==> src/rtl/serial_rca.sv <==
// serial_rca: multi-cycle ripple-carry adder/subtractor.
// Processes one DIGIT-bit slice per cycle through a DIGIT-stage ripple chain,
// holding the inter-slice carry in a register. Result after N = WIDTH/DIGIT
// slice cycles, presented with a one-cycle done pulse.
//
// Optional build macro: SERIAL_RCA_FLAGS_EN adds the overflow and zero flags.
//
// Ports:
//   clk      rising-edge clock
//   rst_n    synchronous active-low reset
//   start    request, accepted in IDLE or DONE
//   in1/in2  operands A/B, sampled on the accepted start edge
//   cin      carry-in (add mode only)
//   sub      1 = in1 - in2, sampled with start
//   busy     slices in progress
//   done     one-cycle result-valid pulse
//   sum      result, held until the next accepted start
//   carry    final carry-out (subtract: 1 = no borrow)
//   overflow signed overflow (SERIAL_RCA_FLAGS_EN only)
//   zero     sum == 0 (SERIAL_RCA_FLAGS_EN only)
module serial_rca #(
  parameter int unsigned WIDTH = 32,
  parameter int unsigned DIGIT = 4
) (
  input  logic             clk,
  input  logic             rst_n,
  input  logic             start,
  input  logic [WIDTH-1:0] in1,
  input  logic [WIDTH-1:0] in2,
  input  logic             cin,
  input  logic             sub,
  output logic             busy,
  output logic             done,
  output logic [WIDTH-1:0] sum,
  output logic             carry
`ifdef SERIAL_RCA_FLAGS_EN
  ,
  output logic             overflow,
  output logic             zero
`endif
);

  localparam int unsigned N  = WIDTH / DIGIT;
  localparam int unsigned CW = (N > 1) ? $clog2(N) : 1;

  if (WIDTH % DIGIT != 0) begin : g_bad_digit
    $error("serial_rca: WIDTH must be a multiple of DIGIT");
  end

  typedef enum logic [1:0] {
    S_IDLE = 2'd0,
    S_BUSY = 2'd1,
    S_DONE = 2'd2
  } state_e;

  state_e           state_q, state_d;
  logic [CW-1:0]    cnt_q, cnt_d;
  logic [WIDTH-1:0] a_q, a_d;
  logic [WIDTH-1:0] b_q, b_d;
  logic             cr_q, cr_d;
  logic [WIDTH-1:0] sum_q, sum_d;
  logic             carry_q, carry_d;
  logic             busy_q, busy_d;
  logic             done_q, done_d;
`ifdef SERIAL_RCA_FLAGS_EN
  logic             ovf_q, ovf_d;
  logic             zero_q, zero_d;
`endif

  logic [DIGIT-1:0] slice_s;
  logic [DIGIT:0]   chain;
  logic [WIDTH-1:0] sum_shift;

  // DIGIT-stage ripple over the low slice of the operand shift registers
  always_comb begin
    chain    = '0;
    slice_s  = '0;
    chain[0] = cr_q;
    for (int unsigned i = 0; i < DIGIT; i++) begin
      slice_s[i]   = a_q[i] ^ b_q[i] ^ chain[i];
      chain[i+1]   = (a_q[i] & b_q[i]) | (chain[i] & (a_q[i] ^ b_q[i]));
    end
  end

  // New slice enters at the MSB end; after N shifts the result is aligned
  assign sum_shift = WIDTH'(sum_q >> DIGIT) | (WIDTH'(slice_s) << (WIDTH - DIGIT));

  // Next-state and datapath control
  always_comb begin
    state_d = state_q;
    cnt_d   = cnt_q;
    a_d     = a_q;
    b_d     = b_q;
    cr_d    = cr_q;
    sum_d   = sum_q;
    carry_d = carry_q;
`ifdef SERIAL_RCA_FLAGS_EN
    ovf_d   = ovf_q;
    zero_d  = zero_q;
`endif
    case (state_q)
      S_IDLE, S_DONE: begin
        if (start) begin
          state_d = S_BUSY;
          a_d     = in1;
          // Subtract as A + ~B + 1
          b_d     = sub ? ~in2 : in2;
          cr_d    = sub ? 1'b1 : cin;
          cnt_d   = '0;
          sum_d   = '0;
        end else begin
          state_d = S_IDLE;
        end
      end
      S_BUSY: begin
        a_d   = WIDTH'(a_q >> DIGIT);
        b_d   = WIDTH'(b_q >> DIGIT);
        sum_d = sum_shift;
        cr_d  = chain[DIGIT];
        cnt_d = cnt_q + CW'(1);
        if (cnt_q == CW'(N - 1)) begin
          state_d = S_DONE;
          carry_d = chain[DIGIT];
`ifdef SERIAL_RCA_FLAGS_EN
          // Carry into the MSB vs. carry out of it
          ovf_d   = chain[DIGIT] ^ chain[DIGIT-1];
          zero_d  = (sum_shift == '0);
`endif
        end
      end
      default: state_d = S_IDLE;
    endcase
    busy_d = (state_d == S_BUSY);
    done_d = (state_d == S_DONE);
  end

  // State and output registers
  always_ff @(posedge clk) begin
    if (!rst_n) begin
      state_q <= S_IDLE;
      cnt_q   <= '0;
      a_q     <= '0;
      b_q     <= '0;
      cr_q    <= 1'b0;
      sum_q   <= '0;
      carry_q <= 1'b0;
      busy_q  <= 1'b0;
      done_q  <= 1'b0;
`ifdef SERIAL_RCA_FLAGS_EN
      ovf_q   <= 1'b0;
      zero_q  <= 1'b0;
`endif
    end else begin
      state_q <= state_d;
      cnt_q   <= cnt_d;
      a_q     <= a_d;
      b_q     <= b_d;
      cr_q    <= cr_d;
      sum_q   <= sum_d;
      carry_q <= carry_d;
      busy_q  <= busy_d;
      done_q  <= done_d;
`ifdef SERIAL_RCA_FLAGS_EN
      ovf_q   <= ovf_d;
      zero_q  <= zero_d;
`endif
    end
  end

  assign busy  = busy_q;
  assign done  = done_q;
  assign sum   = sum_q;
  assign carry = carry_q;
`ifdef SERIAL_RCA_FLAGS_EN
  assign overflow = ovf_q;
  assign zero     = zero_q;
`endif

endmodule
==> config.mk <==
export PLATFORM = sky130hd
export DESIGN_NAME = serial_rca
export DESIGN_NICKNAME = d
export VERILOG_FILES = /design/src/rtl/serial_rca.sv
export SDC_FILE = /design/constraint.sdc
export NUM_CORES = 1
export LEC_CHECK = 0
export CORE_MARGIN = 10
export CORE_UTILIZATION = 25
export DETAILED_ROUTE_END_ITERATION = 10
export GPL_TIMING_DRIVEN = 0
export PLACE_DENSITY_LB_ADDON = 0.12
export SYNTH_ARGS = -nofsm -noshare
export SYNTH_HDL_FRONTEND = slang
export SYNTH_SLANG_ARGS = --single-unit
==> constraint.sdc <==
create_clock -name clk -period 2.3 [get_ports clk]
set_input_delay 0.46 -clock clk [delete_from_list [all_inputs] [get_ports clk]]
set_output_delay 0.46 -clock clk [all_outputs]
set_load 0.005 [all_outputs]
Yosys cells after proc, flatten, opt, wreduce, memory -nomap -nowiden

Cells that the tools add are included.

Flip-flop bits (word level): 105
Input bits: 69
Output and inout bits: 35
Logic and storage cells: 58

Add/sub/neg operators: 1
Eq/ne operators: 6
Muxes and demuxes: 15
Bitwise gates (word level): 22
Reduce and logical (&&, ||, !) cells: 5

Operators by type and width:

| kind                | count |
|---|---|
| $pmux 32 s2         | 3 |
| $mux 32             | 4 |
| $not 32->32         | 1 |
| $or 28x32->32       | 1 |
| $and 1x1->1         | 8 |
| $xor 1x1->1         | 8 |
| $pmux 3 s2          | 1 |
| $eq 2x1->1 const B  | 2 |
| $eq 2x2->1 const B  | 2 |
| $or 1x1->1          | 4 |
| $pmux 2 s2          | 1 |
| $reduce_and 2->1    | 2 |
| $add 3x1->3 const B | 1 |
| $eq 3x3->1 const B  | 1 |
| $mux 1              | 3 |
| $mux 3              | 1 |
| $logic_not 2->1     | 1 |
| $mux 2              | 1 |
| $ne 2x2->1 const B  | 1 |
| $pmux 1 s2          | 1 |
| $reduce_bool 2->1   | 1 |
| $reduce_or 2->1     | 1 |

Logic depth before layout (Yosys ltp)

Gate-level depths: netlist of run 1.

Depth after elaboration: 10
Mapped depth: 9
Gate-level depth less buffers: 9

Worst setup path after synthesis of run 1

OpenSTA, ideal clock, no wires.

Kind: register to register
From: reg a_q[0]
To: reg sum_q[31], in the netlist sum[31]
Library setup time: 0.070 ns
Arrival: 1.966 ns
Required time: 2.230 ns
Path slack: 0.263 ns
Stages on the path, launching flop included: 10
Buffers on the path: 0
Cells stage by stage: dfxtp_1 -> inv_1 -> fa_1 -> inv_1 -> fa_1 -> fa_1 -> inv_1 -> fa_1 -> nand2b_1 -> a21oi_1

Word-level cells in the longest chain between the ends: 10
Elaborated cells between the ends (all ways): 11
Those cells by class: 1 x mux; 10 x bitwise

Ends and longest elaborated chain:

| what                   | line | RTL |
|---|---|---|
| start, declared        | 58   | `logic [WIDTH-1:0] a_q, a_d;` |
| start signal, assigned | 142  | `a_q <= '0;` |
| start signal, assigned | 156  | `a_q <= a_d;` |
| $xor 1x1->1            | 81   | `chain[i+1] = (a_q[i] & b_q[i]) \| (chain[i] & (a_q[i] ^ b_q[i]));` |
| $and 1x1->1            | 81   |  |
| $or 1x1->1 (*)         | 81   |  |
| $and 1x1->1 (*)        | 81   |  |
| $or 1x1->1 (*)         | 81   |  |
| $and 1x1->1 (*)        | 81   |  |
| $or 1x1->1 (*)         | 81   |  |
| $xor 1x1->1 (*)        | 80   | `slice_s[i] = a_q[i] ^ b_q[i] ^ chain[i];` |
| $or 28x32->32 (*)      | 86   | `assign sum_shift = WIDTH'(sum_q >> DIGIT) \| (WIDTH'(slice_s) << (WIDTH - DIGIT));` |
| $pmux 32 s2 (*)        | 101  | `case (state_q)` |
| end signal, assigned   | 159  | `sum_q <= sum_d;` |
| end, declared          | 61   | `logic [WIDTH-1:0] sum_q, sum_d;` |

Every way passes the cells marked *; elsewhere a longest branch is shown, timed or not.
A chain may end at the register's enable or synchronous reset.

Worst setup path after layout of run 1

Same ends and word-level chain as after synthesis.

==> results of run 1 <==
==> layer usage <==
layer	global-route usage [%]	part of all wire, %	vias up
met2	17.4	45	127
li1	-	-	2060
met5	0	0	-
met1	15.1	47	1998
met4	2.41	0.74	0
met3	4.08	6.7	8
==> final timing paths <==
path / depth (start not counted) / end / start / slack, ps
min reg2reg: 2 / b_q[30]$_SDFFE_PN0P_ / b_q[30]$_SDFFE_PN0P_ / 470
max: 9 / sum[31]$_SDFFE_PN0P_ / a_q[0]$_SDFFE_PN0P_ / 160
max reg2reg: 9 / sum[31]$_SDFFE_PN0P_ / a_q[0]$_SDFFE_PN0P_ / 160
min: 2 / b_q[30]$_SDFFE_PN0P_ / b_q[30]$_SDFFE_PN0P_ / 470
==> sequential cells by signal, summed over array words and instances (netlist names) <==
register,count
b_q,32
a_q,32
cr_q,1
state_q,2
cnt_q,3
done,1
sum,32
busy,1
carry,1
==> worst register-to-register path: cells and delay by family, from the launching register on <==
family / cells / cell delay, ps
adder cells (fa/ha/maj): 4 / 1310
flip-flops: 1 / 320
buffers and inverters: 3 / 210
AND/OR/NAND/NOR: 1 / 140
AO/OA/AOI/OAI: 1 / 100
==> power by group through the flow <==
stage | combinational, mW | sequential [mW] | clock, mW
after global routing | 0.736 | 1.98 | 1.73
after detailed placement | 0.674 | 2.01 | 0
after CTS | 0.676 | 1.97 | 1.65
after global placement | 0.667 | 2.01 | 0
final | 0.666 | 1.97 | 1.60
after floorplan | 0.404 | 1.99 | 0
==> layout make-up <==
cell class / count / area, sq um / share of cell area (%)
Clock inverter: 4 / 51.3 / 0.827
Clock buffer: 12 / 256 / 4.13
Inverter: 8 / 30.0 / 0.484
Buffer: 55 / 345 / 5.57
Multi-Input combinational cell: 350 / 2110 / 34.0
Tap cell: 229 / 287 / 4.62
Sequential cell: 105 / 2100 / 33.9
Timing Repair Buffer: 102 / 1020 / 16.5
==> placed cells by master (no fill, tap or decap), drive strengths merged, types with 2 or more instances in the layout <==
master         synthesis  routed
a21oi                101     101
a22oi                 56      56
and3                   2       2
buf                   44      44
clkbuf                11      23
clkdlybuf4s50          0     102
clkinv                 0       2
dfxtp                105     105
fa                     4       4
ha                     2       2
inv                    8       8
nand2                 40      40
nand2b                 5       5
nand3                100     100
nor2                   3       3
nor2b                  2       2
xor2                  32      32
==> cells by family after synthesis <==
kind of cell    Yosys count
compound gates          160
simple gates            152
xor+xnor                 32
buf+inv                  63
flops                   105
fa+ha+maj                 6
==> metrics by stage <==
step | std cells | util, % | total power, mW
after CTS | 865 | 34.4 | 4.30
after global placement | 849 | 32.7 | 2.68
final | 865 | 34.4 | 4.24
after detailed placement | 849 | 32.7 | 2.68
after floorplan | 518 | - | 2.40
after global routing | 865 | 34.4 | 4.44
==> results_dict.tcl, run 1 <==
set metrics [dict create \
    crit_arrival_ps 2420 \
    vias 4193 \
    cts-resized-gates 0 \
    clock_skew_ps 10.5 \
    core_area_sq_mm 0.0180 \
    wl_mm 14.1 \
    clkSinkCount 105 \
    avgSynthCellArea_sq_um 8.86 \
    pwr-share-comb_pct 15.7 \
    synth_top_area_share_pct 45.8 \
    final_hold_viol_count 0 \
    hp-class "reg -> reg" \
    grt_pass1_vias 4224 \
    clkLatencyLatePin_ps 350 \
    dp_hpwl_mm 10.4 \
    portBuffers 102 \
    fmax_mhz 467 \
    routedWlPerCell_microns 16.3 \
    critPathLaunchType "flip-flop" \
    drtIter0Drc 253 \
    syn_to_final_growth_pct 35.2 \
    cpLargestDelayFamily "adder cells" \
    worstPathMaxFanout 2 \
    synthXorXnorAreaFrac_pct 6.11 \
    ys_seq_area_share_pct 45.8 \
    power_frac_seq_pct 46.4 \
    n_antenna_cell 0 \
    ys.flop_type "dfxtp_1" \
    period_share_pct 93.2 \
    crit_chain "inv_1 > fa_1 > inv_1 > fa_1 > fa_1 > inv_1 > fa_1 > nand2b_1 > a21oi_1" \
    placementRows 49 \
    cp-end-kind "flip-flop" \
    max_slew.worst_pin.slew_ps 596 \
    grt_overflow_total 0 \
    clk_path_buf_depth 2 \
    required_ps 2580 \
    ys_ff_latch 105 \
    synthCells 518 \
    layout_min_cycle_time_ps 2140 \
    cpMostUsedCell "fa_1" \
    synth_fp_nets 593 \
    cp_num_buf_inv 3 \
    dieArea_sq_mm 0.0242 \
    max_slew_margin_pct 60.3 \
    die_h_microns 155 \
    postCtsSetupBuffers 0 \
    final_nets 706 \
    cp_slowest_cell "fa_1" \
    ant_nets 0 \
    synth-edff-count 0 \
    p_switching_mw 1.12 \
    critPathMaxStageDelay_ps 390 \
    synth_mux_area_share_pct 0 \
    rsz0062_at_grt "no" \
    netlist-cell-type-count 24 \
    place_congestion 0.770 \
    start_util_pct 25.5 \
    grt_max_degree 17 \
    clk_pin_slew_ps 70 \
    slew_violations 0 \
    synth_common_cells "dfxtp_1 (105), nand3_1 (100), a21oi_1 (96)" \
    drtPass1Iterations 6 \
    synthSimpleGateAreaFrac_pct 15.8 \
    clkPwrFrac_pct 37.8 \
    design_area_sq_mm 0.00620 \
    drc 0 \
    critical_path_class "reg -> reg" \
    drive_above_1_share_pct 11.0 \
    tritoncts "yes" \
    fillers 1917 \
    postCtsHoldBufs 0 \
    viasPerCell 4.85 \
    synth_area_sq_mm 0.00459 \
    worst_hold_slack_ps 467 \
    status "finished clean" \
    synth_top_family_by_area "compound AO/OA/AOI/OAI gates" \
    yosysMostFrequentCell "dfxtp_1" \
    p_leak_nw 2.17 \
    synth_top_area_cell "dfxtp_1" \
    ir_worst_vdd_uv 328 \
    swShare_pct 26.3 \
    finalSetupTns_ps 0 \
    antenna_found_initial 0 \
    grt_pass1_wl_mm 22.2 \
    grt_usage_pct 11.4 \
    pre_cts_ws_ps 154 \
    intPower_mw 3.12 \
    maxCapViolations 0 \
    cts.root.buffer_cell "clkbuf_16" \
    synth_warnings 0 \
    synth_compound_area_share_pct 21.8 \
    io_pins 104 \
    synth-adder-area-share_pct 2.29 \
    cts_htree_levels 3 \
    synth_area_leaders "dfxtp_1 (46%), nand3_1 (11%), a21oi_1 (10%), a22oi_1 (8.3%), xor2_1 (6.1%)" \
    powerDensity_mw_per_mm2 683 \
    die_w_microns 155 \
    worst_slack_ps 156 \
    synthArstFlopShare_pct 0 \
    placed_cell_area_sq_mm 0.00590 \
    setup_viol 0 \
    cts_buffers 9 \
]
Power figures use the tool's default switching activity.
==> run 2, diff against run 1 <==
--- a/config.mk
+++ b/config.mk
@@ -6,7 +6,7 @@
 export NUM_CORES = 1
 export LEC_CHECK = 0
 export CORE_MARGIN = 10
-export CORE_UTILIZATION = 25
+export CORE_UTILIZATION = 45
 export DETAILED_ROUTE_END_ITERATION = 10
 export GPL_TIMING_DRIVEN = 0
 export PLACE_DENSITY_LB_ADDON = 0.12
==> results_dict.tcl, run 2 (synthesis results as in run 1) <==
set metrics [dict create \
    tritoncts "yes" \
    cts.root.buffer_cell "clkbuf_8" \
    hold_depth 2 \
    maxCapViolations 0 \
    required_ps 2580 \
    cp_num_buf_inv 3 \
    placed_cells_incl_taps 753 \
    max_slew.worst_pin.slew_ps 597 \
    crit_chain "inv_1 > fa_1 > inv_1 > fa_1 > fa_2 > inv_1 > fa_1 > nand2b_1 > a21oi_2" \
    cp-startpoint "a_q[0]$_SDFFE_PN0P_" \
    die_w_microns 121 \
    p_leak_nw 2.12 \
    pre_cts_ws_ps 118 \
    vias 4137 \
    drive_above_1_share_pct 11.2 \
    regToRegSetupSlack_ps 150 \
    postCtsSetupBuffers 0 \
    cts_htree_levels 3 \
    place_congestion 0.805 \
    fillers 891 \
    dieArea_sq_mm 0.0146 \
    worst_slack_ps 155 \
    clk_path_buf_depth 2 \
    timing.rr.end "sum[31]$_SDFFE_PN0P_" \
    drtIter0Drc 461 \
    period_share_pct 93.3 \
    stdcell_count 768 \
    final_hold_viol_count 0 \
    slew_violations 0 \
    portBuffers 102 \
    grt_overflow_total 0 \
    clkSinkCount 105 \
    syn_to_final_growth_pct 30.6 \
    cp_slowest_cell "fa_1" \
    dp_hpwl_mm 9.01 \
    critPathLaunchType "flip-flop" \
    fmax_mhz 466 \
    worst_hold_slack_ps 472 \
    start_util_pct 46.5 \
    worstRegToRegCells 9 \
    ant_nets 0 \
    cp-end-kind "flip-flop" \
    placementRows 36 \
    critical_path_class "reg -> reg" \
    hold_path.startpoint "b_q[24]$_SDFFE_PN0P_" \
    status "finished clean" \
    crit_arrival_ps 2430 \
    worstPathMaxFanout 2 \
    p_total_mw 3.85 \
    grt_max_degree 17 \
    hp-class "reg -> reg" \
    antenna_found_initial 0 \
    routedWlPerCell_microns 16.0 \
    design_area_sq_mm 0.00599 \
    finalSetupTns_ps 0 \
    drtPass1Iterations 7 \
    setup_viol 0 \
    grt_usage_pct 16.4 \
    placed_cell_area_sq_mm 0.00578 \
    max_slew_margin_pct 60.2 \
    viasPerCell 5.39 \
    cpLargestDelayFamily "adder cells" \
    postCtsHoldBufs 0 \
    n_antenna_cell 0 \
    io_pins 104 \
    wl_mm 12.3 \
    clkLatencyLatePin_ps 360 \
    drc 0 \
    critPathMaxStageDelay_ps 400 \
    layout_min_cycle_time_ps 2150 \
    cts-resized-gates 0 \
    grt_pass1_wl_mm 20.0 \
    rsz0062_at_grt "no" \
    fin_util_pct 60.7 \
    clock_skew_ps 11.7 \
    cts_buffers 9 \
    grt_pass1_vias 4078 \
    ir_worst_vdd_uv 368 \
    clk_pin_slew_ps 90 \
    rr_startpoint "a_q[0]$_SDFFE_PN0P_" \
    final_nets 706 \
    final_cell_mix "dfxtp_1 (105), clkdlybuf4s50_1 (102), nand3_1 (100)" \
    core_area_sq_mm 0.00986 \
    final_common_cell "dfxtp_1" \
    die_h_microns 121 \
    holdPathEnd "b_q[24]$_SDFFE_PN0P_" \
    powerDensity_mw_per_mm2 642 \
]
-- run 2: worst register-to-register path, cell delays in order, from the launching register on --
cell and delay [ps]:
dfxtp_1 320, inv_1 80, fa_1 170, inv_1 50, fa_1 380, fa_2 340
inv_1 80, fa_1 400, nand2b_1 160, a21oi_2 110
-- run 2: power breakdown --
group | leakage [nW] | internal (mW) | switching, mW
Combinational | 1.16 | 0.306 | 0.346
Clock | 0.102 | 0.609 | 0.618
Sequential | 0.857 | 1.91 | 0.0557
Total | 2.12 | 2.83 | 1.02
-- run 2: final cells by class --
cell class                 count  area [sq um]  area share (%)
multi-input combinational    350          2120            35.4
sequential                   105          2100            35.1
timing repair buffer         102          1020            17.0
tap                          133           166            2.78
inverter                       8          30.0           0.501
clock buffer                  10           128            2.13
buffer                        55           345            5.76
clock inverter                 5          81.3            1.36
-- run 2: per-layer routing --
metal  global-route usage (%)  up-vias  routed length [microns]
met4                     4.30        0                       93
met2                     26.5      108                     5890
met3                     3.44        9                      631
li1                         -     2055                        -
met1                     21.6     1965                     5700
met5                        0        -                        0
-- run 2: how the worst max path moves through the flow --
stage | cells past startpoint | slack, ps | to
CTS | 9 | 100 | sum[31]$_SDFFE_PN0P_
floorplan | 9 | 260 | sum[31]$_SDFFE_PN0P_
global route | 9 | 20 | sum[31]$_SDFFE_PN0P_
global placement | 9 | 170 | sum[31]$_SDFFE_PN0P_
finish | 9 | 150 | sum[31]$_SDFFE_PN0P_
detailed placement | 9 | 120 | sum[31]$_SDFFE_PN0P_
